**src/rtl/slider_bank_overlay_if.sv**
```systemverilog
// Video stream bundle (syncs + 24-bit pixel) used on both sides of the slider overlay.
interface slider_bank_overlay_if #(
  parameter int DATA_W = 24
);
  logic              hs;
  logic              vs;
  logic              de;
  logic [DATA_W-1:0] data;

  modport master (output hs, vs, de, data);
  modport slave  (input  hs, vs, de, data);
endinterface

```
**src/rtl/slider_bank_overlay.sv**
```systemverilog
// Draws a grid of equalizer sliders (caps, track, level marker) over a video stream, 2-cycle latency.
// Optional macro SLIDER_ALPHA_EN: caps and track are 50% blended with the video instead of opaque.
module slider_bank_overlay #(
  parameter int NUM_SLIDERS = 6,
  parameter int COLS        = 3,
  parameter int LEVEL_W     = 4,
  parameter int LEVEL_MAX   = 10,
  parameter int X0          = 25,
  parameter int Y0          = 20,
  parameter int PITCH_X     = 125,
  parameter int PITCH_Y     = 240,
  parameter int CAP_W       = 100,
  parameter int CAP_H       = 30,
  parameter int TRACK_H     = 140,
  parameter int KNOB_H      = 20,
  parameter int KNOB_HW     = 10,
  parameter int STEP        = 12,
  parameter logic [NUM_SLIDERS*24-1:0] PALETTE =
    {24'hff00ff, 24'h00ff00, 24'h00ffff, 24'hff0000, 24'h0000ff, 24'hffff00},
  parameter logic [23:0] HILITE     = 24'hffffff,
  parameter logic [23:0] KNOB_COLOR = 24'h808080
) (
  input  logic                           pclk,
  input  logic                           rst,
  slider_bank_overlay_if.slave           vid_in,
  slider_bank_overlay_if.master          vid_out,
  input  logic [NUM_SLIDERS*LEVEL_W-1:0] i_level,
  input  logic [7:0]                     i_sel,
  input  logic                           i_sel_valid
);

  typedef enum logic [1:0] {PAINT_NONE, PAINT_TINT, PAINT_KNOB} paint_t;

  logic [11:0] x_cnt;
  logic [11:0] y_cnt;
  logic        vs_prev;
  logic        de_prev;
  logic        vs_rise;
  logic        de_fall;

  logic [LEVEL_W-1:0] lvl_q [NUM_SLIDERS];
  logic [7:0]         sel_q;
  logic               sel_valid_q;

  assign vs_rise = vid_in.vs & ~vs_prev;
  assign de_fall = de_prev & ~vid_in.de;

  always_ff @(posedge pclk) begin
    if (rst) begin
      x_cnt   <= '0;
      y_cnt   <= '0;
      vs_prev <= 1'b0;
      de_prev <= 1'b0;
    end else begin
      vs_prev <= vid_in.vs;
      de_prev <= vid_in.de;
      if (!vid_in.de)
        x_cnt <= '0;
      else if (x_cnt != 12'hfff)
        x_cnt <= x_cnt + 12'd1;
      if (vs_rise)
        y_cnt <= '0;
      else if (de_fall && y_cnt != 12'hfff)
        y_cnt <= y_cnt + 12'd1;
    end
  end

  // Levels and selection only move at frame start so a frame never tears.
  always_ff @(posedge pclk) begin
    if (rst) begin
      for (int i = 0; i < NUM_SLIDERS; i++)
        lvl_q[i] <= '0;
      sel_q       <= '0;
      sel_valid_q <= 1'b0;
    end else if (vs_rise) begin
      for (int i = 0; i < NUM_SLIDERS; i++) begin
        if (i_level[i*LEVEL_W +: LEVEL_W] > LEVEL_W'(LEVEL_MAX))
          lvl_q[i] <= LEVEL_W'(LEVEL_MAX);
        else
          lvl_q[i] <= i_level[i*LEVEL_W +: LEVEL_W];
      end
      sel_q       <= i_sel;
      sel_valid_q <= i_sel_valid && (i_sel < 8'(NUM_SLIDERS));
    end
  end

  logic [12:0] xe;
  logic [12:0] ye;
  logic [NUM_SLIDERS-1:0] knob_hit, cap_hit, cap_hi_hit, track_hit;

  assign xe = {1'b0, x_cnt};
  assign ye = {1'b0, y_cnt};

  for (genvar i = 0; i < NUM_SLIDERS; i++) begin : g_slider
    localparam int L         = X0 + (i % COLS) * PITCH_X;
    localparam int C         = L + CAP_W / 2;
    localparam int T         = Y0 + (i / COLS) * PITCH_Y;
    localparam int KNOB_BASE = T + CAP_H + TRACK_H - KNOB_H;

    logic [12:0] kt;
    logic        cap_x;
    logic        top_y;
    logic        bot_y;

    assign kt    = 13'(KNOB_BASE) - 13'(lvl_q[i]) * 13'(STEP);
    assign cap_x = (xe >= 13'(L)) && (xe <= 13'(L + CAP_W));
    assign top_y = (ye >= 13'(T)) && (ye <= 13'(T + CAP_H));
    assign bot_y = (ye >= 13'(T + CAP_H + TRACK_H)) && (ye <= 13'(T + 2*CAP_H + TRACK_H));

    assign cap_hit[i]    = cap_x && (top_y || bot_y);
    assign cap_hi_hit[i] = cap_hit[i] && sel_valid_q && (sel_q == 8'(i));
    assign track_hit[i]  = (xe == 13'(C)) && (ye > 13'(T + CAP_H)) &&
                           (ye < 13'(T + CAP_H + TRACK_H));
    assign knob_hit[i]   = (ye >= kt) && (ye <= kt + 13'(KNOB_H - 1)) &&
                           (xe >= 13'(C - KNOB_HW)) && (xe <= 13'(C + KNOB_HW));
  end

  logic [NUM_SLIDERS-1:0] knob_q, cap_q, cap_hi_q, track_q;
  logic                   d1_hs, d1_vs, d1_de;
  logic [23:0]            d1_data;

  always_ff @(posedge pclk) begin
    if (rst) begin
      knob_q   <= '0;
      cap_q    <= '0;
      cap_hi_q <= '0;
      track_q  <= '0;
      d1_hs    <= 1'b0;
      d1_vs    <= 1'b0;
      d1_de    <= 1'b0;
      d1_data  <= '0;
    end else begin
      knob_q   <= knob_hit;
      cap_q    <= cap_hit;
      cap_hi_q <= cap_hi_hit;
      track_q  <= track_hit;
      d1_hs    <= vid_in.hs;
      d1_vs    <= vid_in.vs;
      d1_de    <= vid_in.de;
      d1_data  <= vid_in.data;
    end
  end

  paint_t      paint;
  logic [23:0] paint_colour;
  logic [23:0] next_data;

  // Later sliders overwrite earlier ones; within a slider the level marker beats caps beats track.
  always_comb begin
    paint        = PAINT_NONE;
    paint_colour = '0;
    for (int i = 0; i < NUM_SLIDERS; i++) begin
      if (knob_q[i]) begin
        paint        = PAINT_KNOB;
        paint_colour = KNOB_COLOR;
      end else if (cap_q[i]) begin
        paint        = PAINT_TINT;
        paint_colour = cap_hi_q[i] ? HILITE : PALETTE[i*24 +: 24];
      end else if (track_q[i]) begin
        paint        = PAINT_TINT;
        paint_colour = PALETTE[i*24 +: 24];
      end
    end
  end

`ifdef SLIDER_ALPHA_EN
  function automatic logic [23:0] half_mix(input logic [23:0] a, input logic [23:0] b);
    logic [23:0] r;
    for (int c = 0; c < 3; c++)
      r[c*8 +: 8] = {1'b0, a[c*8+1 +: 7]} + {1'b0, b[c*8+1 +: 7]};
    return r;
  endfunction

  always_comb begin
    next_data = d1_data;
    if (d1_de && paint == PAINT_KNOB)
      next_data = paint_colour;
    else if (d1_de && paint == PAINT_TINT)
      next_data = half_mix(d1_data, paint_colour);
  end
`else
  always_comb begin
    next_data = d1_data;
    if (d1_de && paint != PAINT_NONE)
      next_data = paint_colour;
  end
`endif

  always_ff @(posedge pclk) begin
    if (rst) begin
      vid_out.hs   <= 1'b0;
      vid_out.vs   <= 1'b0;
      vid_out.de   <= 1'b0;
      vid_out.data <= '0;
    end else begin
      vid_out.hs   <= d1_hs;
      vid_out.vs   <= d1_vs;
      vid_out.de   <= d1_de;
      vid_out.data <= next_data;
    end
  end

endmodule

```
**src/flat_wrapper.sv**
```systemverilog
// flat-port wrapper written by rule: the top's interface ports become plain ports
module slider_bank_overlay_flat 
#(
  parameter int NUM_SLIDERS = 6,
  parameter int COLS        = 3,
  parameter int LEVEL_W     = 4,
  parameter int LEVEL_MAX   = 10,
  parameter int X0          = 25,
  parameter int Y0          = 20,
  parameter int PITCH_X     = 125,
  parameter int PITCH_Y     = 240,
  parameter int CAP_W       = 100,
  parameter int CAP_H       = 30,
  parameter int TRACK_H     = 140,
  parameter int KNOB_H      = 20,
  parameter int KNOB_HW     = 10,
  parameter int STEP        = 12,
  parameter logic [NUM_SLIDERS*24-1:0] PALETTE =
    {24'hff00ff, 24'h00ff00, 24'h00ffff, 24'hff0000, 24'h0000ff, 24'hffff00},
  parameter logic [23:0] HILITE     = 24'hffffff,
  parameter logic [23:0] KNOB_COLOR = 24'h808080
)
  (pclk, rst, i_level, i_sel, i_sel_valid, vid_in_hs, vid_in_vs, vid_in_de, vid_in_data, vid_out_hs, vid_out_vs, vid_out_de, vid_out_data);
  slider_bank_overlay_if vid_in_i ();
  slider_bank_overlay_if vid_out_i ();
  input  logic pclk;
  input  logic rst;
  input  logic [NUM_SLIDERS*LEVEL_W-1:0] i_level;
  input  logic [7:0] i_sel;
  input  logic i_sel_valid;
  input wire logic [$bits(vid_in_i.hs)-1:0] vid_in_hs;
  input wire logic [$bits(vid_in_i.vs)-1:0] vid_in_vs;
  input wire logic [$bits(vid_in_i.de)-1:0] vid_in_de;
  input wire logic [$bits(vid_in_i.data)-1:0] vid_in_data;
  output wire logic [$bits(vid_out_i.hs)-1:0] vid_out_hs;
  output wire logic [$bits(vid_out_i.vs)-1:0] vid_out_vs;
  output wire logic [$bits(vid_out_i.de)-1:0] vid_out_de;
  output wire logic [$bits(vid_out_i.data)-1:0] vid_out_data;
  assign vid_in_i.hs = vid_in_hs;
  assign vid_in_i.vs = vid_in_vs;
  assign vid_in_i.de = vid_in_de;
  assign vid_in_i.data = vid_in_data;
  assign vid_out_hs = vid_out_i.hs;
  assign vid_out_vs = vid_out_i.vs;
  assign vid_out_de = vid_out_i.de;
  assign vid_out_data = vid_out_i.data;
  slider_bank_overlay #(.NUM_SLIDERS(NUM_SLIDERS), .COLS(COLS), .LEVEL_W(LEVEL_W), .LEVEL_MAX(LEVEL_MAX), .X0(X0), .Y0(Y0), .PITCH_X(PITCH_X), .PITCH_Y(PITCH_Y), .CAP_W(CAP_W), .CAP_H(CAP_H), .TRACK_H(TRACK_H), .KNOB_H(KNOB_H), .KNOB_HW(KNOB_HW), .STEP(STEP), .PALETTE(PALETTE), .HILITE(HILITE), .KNOB_COLOR(KNOB_COLOR)) u_core (.pclk(pclk), .rst(rst), .vid_in(vid_in_i), .vid_out(vid_out_i), .i_level(i_level), .i_sel(i_sel), .i_sel_valid(i_sel_valid));
endmodule
```
**config.mk**
```make
export PLATFORM = sky130hd
export DESIGN_NAME = slider_bank_overlay_flat
export DESIGN_NICKNAME = d
export VERILOG_FILES = /design/src/rtl/slider_bank_overlay_if.sv /design/src/rtl/slider_bank_overlay.sv /design/src/flat_wrapper.sv
export SDC_FILE = /design/constraint.sdc
export NUM_CORES = 1
export LEC_CHECK = 0
export ABC_AREA = 1
export CORE_UTILIZATION = 25
export DETAILED_ROUTE_END_ITERATION = 7
export PLACE_DENSITY_LB_ADDON = 0.25
export SLEW_MARGIN = 20
export SYNTH_ARGS = -nofsm -noshare
export SYNTH_HDL_FRONTEND = slang
export SYNTH_SLANG_ARGS = --single-unit
```
**constraint.sdc**
```tcl
create_clock -name pclk -period 9.5 [get_ports pclk]
set_input_delay 1.9 -clock pclk [delete_from_list [all_inputs] [get_ports pclk]]
set_output_delay 1.9 -clock pclk [all_outputs]
set_load 0.03 [all_outputs]
```
# After elaboration in Yosys (flattened, before gate mapping)
# Memory sizes are Yosys's and may differ from the RTL's.
# Cells that the tools add are included.
[totals]
reg_bits = 111
ram_bits = 24
inputBits = 62
output_inout_bits = 27
wordCells = 275
n_memories = 1
[classes]
n_addsub = 14
n_mul = 6
n_lt_le_gt_ge = 43
eq_ne = 10
mux = 105
bitwise_logic = 16
n_reduce_logical = 64
[memory_table]
columns = ["name", "words", "width", "rd", "rd_ports_with_merged_regs", "write_ports", "line", "source"]
rows = [
  ["u_core.lvl_q", 6, 4, 6, 0, 6, "slider_bank_overlay.sv:41", "logic [LEVEL_W-1:0] lvl_q [NUM_SLIDERS];"],
]
[op_table]
columns = ["cell", "n"]
rows = [
  ["$mux 24", 22],
  ["$add 13x5->13 const B", 6],
  ["$ge 12x13->1", 6],
  ["$le 12x13->1", 6],
  ["$logic_and 1x1->1", 58],
  ["$mux 1", 51],
  ["$ge 12x9->1 const B", 4],
  ["$le 12x9->1 const B", 4],
  ["$mux 4", 12],
  ["$ge 12x8->1 const B", 3],
  ["$le 12x8->1 const B", 3],
  ["$mul 4x2->6 const B", 6],
  ["$mux 2", 17],
  ["$mux 16", 2],
  ["$sub 9x8->10 const A", 3],
  ["$sub 8x8->9 const A", 3],
  ["$add 12x1->12 const B", 2],
  ["$ge 12x5->1 const B", 2],
  ["$gt 4x4->1 const B", 6],
  ["$le 12x7->1 const B", 2],
  ["$ne 12x12->1 const B", 2],
  ["$eq 8x2->1 const B", 2],
  ["$eq 8x3->1 const B", 2],
  ["$eq 12x7->1 const B", 1],
  ["other kinds (18)", 33],
]

# Logic depth before layout (Yosys ltp)
[depth]
ltp_word = 21
ltp_mapped = 22
depth_no_buf = 22

# Worst setup path before layout
# No wires, ideal clock.
[synth_timing]
path_kind = "input port to flip-flop"
start = "input vid_in_vs"
end = "memory u_core.lvl_q[0][0] (enable)"
setup_ns = 0.397
t_arrival_ns = 3.119
required_ns = 9.103
slack_ns = 5.984
cell_stages = 5
path_cell_list = "inv_1 nor2_1 nor2_1 inv_1 clkbuf_1"
[synth_lines]
columns = ["item", "line", "source"]
rows = [
  ["from (decl)", "flat_wrapper.sv:32", "input wire logic [$bits(vid_in_i.vs)-1:0] vid_in_vs;"],
  ["to (decl)", "slider_bank_overlay.sv:41", ""],
]

==> run metrics <==
layout cells sized above 1=5.32%; CORE AREA=39600 sq um; Min-Delay Endpoint=u_core.vid_out.hs$_SDFF_PP0_; Hold Vio Cnt, Final=0; Final ANT Viol Nets=0; WL/cell=12.6 um; vias in the first global route=8868; Mean Syn Cell Area=7.20 sq um; Synth warnings=0; actual slew at the worst max-slew pin=0.972 ns; P per Cell Area=about 140 nW/um^2; Reg-to-Reg End=u_core.knob_q[4]$_SDFF_PP0_; largest net degree at the start of global routing=57; r2r startpoint=u_core.lvl_q[0][16]$_SDFFCE_PN0P_; f_max=around 0.28 GHz; die area=approximately 40000 sq um; FF-to-FF setup slack=6.02 ns; Layout Utilization=30.6%; cell area after synthesis=10000 sq um; Via density=4.43; fin crit share=a little under two fifths; postcts setup bufs=0; Worst-path clk slew=0.06 ns; #FFs+latches synth=135; top-count cell post-synth=nand2_1; FP Rows=73; chip width=202 um; sequential-to-total area share from yosys stat=roughly 29%; hold wc startpoint=u_core.d1_hs$_SDFF_PP0_; Pleak=between 0.005 and 0.006 uW; CP startpoint=rst; crit path time final=3.58 ns; final instance area=12100 sq um; HP Class=flip-flop to flip-flop; total CTS buffers=17; Crit path required time=approximately 9.6 ns; post-DP HPWL=slightly below 20 mm; CTS Buffer Depth=2; H-tree levels=4; Post-CTS Resized=0; Worst slew margin=between 30% and 40%; Post-synth EDFFs=24; final WL=25.6 mm; Synth area leaders=dfxtp_1, ha_1, nand2_1, inv_1, edfxtp_1; Final Max Tran Viols=0; Worst Path Max Fanout=56; Setup WS post-layout=about 5.9 ns; WS Path Type=input port to flip-flop; Yosys top cell area share=about 22%; n_diodes=0; Post-synth top cells=nand2_1, inv_1, nor2_1; cells after synthesis=1394; WP data arrival=around 3.7 ns; Final setup viols=0; pre-CTS WS=about 5.4 ns; Syn Nets=1609; initial antenna violation count=0; Clock Sinks=135; DRT iter0 DRCs=358; clk_lat worst skew=0.43 ns; placed cell areas=11500 sq um; crit end category=flip-flop; first-pass GRT wire length=42.9 mm; hold depth=2; Startpoint Class=input port; dominant synthesized flop cell=dfxtp_1; Initial Utilization=25.3%; Top Ports=89; root buffer cell=clkbuf_16; total global routing overflow=0; hold buffers post-CTS=0; unrepaired setup endpoints after global routing=false; final std cells w/o fill=2029; Area growth syn-to-layout=20.8%; status=complete, no violations; setup TNS=0 ns; drt pass-1 iters=4; placed cell count=1997; leading area contributor after synthesis=dfxtp_1; GP Congestion=0.864; DR vias=8992; count of different cell masters after synthesis=46; ys async rst share=0%; Max IR drop VDD=0.000110 V; max-cap violation count=0; CTS tree=done; I/O Buffers=88; Setup Skew=between 0.007 and 0.008 ns; die span in y=202 um; NumNets Final=1706; DRC viols=0; gr usage total=12.9%; cell count of the worst reg-to-reg path=16
==> power breakdown <==
part / internal [uW] / switching (uW) / leakage, uW / total (uW)
logic: 157 / 227 / 0.00442 / 385
clock network: 371 / 293 / 0.000281 / 663
registers: 604 / 16.1 / 0.00117 / 620
total: 1130 / 536 / 0.00587 / 1670
==> cell usage in the layout, fill, tap and decap left out, types with 29 or more instances in the layout <==
master and count:
nand4_1 29, a21oi_1 116, nand2_1 301, clkdlybuf4s50_1 87
nand3_1 59, dfxtp_1 111, o21ai_0 38, ha_1 147
inv_1 202, nor2_1 159
==> final cells by class <==
class                   instances  area (sq um)
clock buffers                  17           425
clock inverters                15           154
fillers                      4277         27500
inverters                     219           822
multi-input cells            1025          6200
flip-flops and latches        135          2940
well taps                     525           657
repair buffers                 93           913
==> per-stage QoR <==
stage          total power (uW)  hold slack, ns
3_5_place_dp               1020           0.405
4_1_cts                    1690           0.415
5_1_grt                    1780           0.429
3_3_place_gp               1010           0.395
6_report                   1670           0.411
2_1_floorplan               917           0.388
==> routing by layer <==
| layer | vias up | share of wire [%] | global-route usage (%) |
|---|---|---|---|
| met5 | - | 0 | 0 |
| met1 | 4079 | 49 | 16.8 |
| met2 | 142 | 47 | 22.0 |
| li1 | 4749 | - | - |
| met4 | 0 | 1.5 | 3.71 |
| met3 | 22 | 2.8 | 1.90 |
==> sequential cells by signal, indices dropped and copies added (netlist names), 6 cells and up <==
register and cells:
u_core.cap_q 6, u_core.lvl_q 24, u_core.x_cnt 12, u_core.vid_out.data 24, u_core.y_cnt 12, u_core.d1_data 24, u_core.sel_q 8, u_core.cap_hi_q 6
u_core.track_q 6, u_core.knob_q 6
==> cells by family after synthesis <==
family	after synthesis	share of synthesized area, %
and+or+nand+nor	622	26.9
DFF	135	29.3
adders and majority gates	153	19.5
buffers and inverters	234	8.85
xor gates and xnor gates	46	4.31
other	1	0.0374
AOI/OAI and AO/OA	203	11.0
==> worst max-delay path by stage <==
stage                                        endpoint  slack (ns)
floorplan            u_core.lvl_q[0][0]$_SDFFCE_PN0P_        5.98
global placement    u_core.lvl_q[0][19]$_SDFFCE_PN0P_        5.47
detailed placement  u_core.lvl_q[0][19]$_SDFFCE_PN0P_        5.43
CTS                  u_core.lvl_q[0][0]$_SDFFCE_PN0P_        5.90
global route              u_core.knob_q[3]$_SDFF_PP0_        5.68
finish               u_core.lvl_q[0][0]$_SDFFCE_PN0P_        5.92
==> critical path: stages <==
cell,delay [ns]
buf_2,0.72
nor2_1,0.43
inv_1,0.12
buf_4,0.43
No activity file was read; power rests on OpenSTA's default activity.
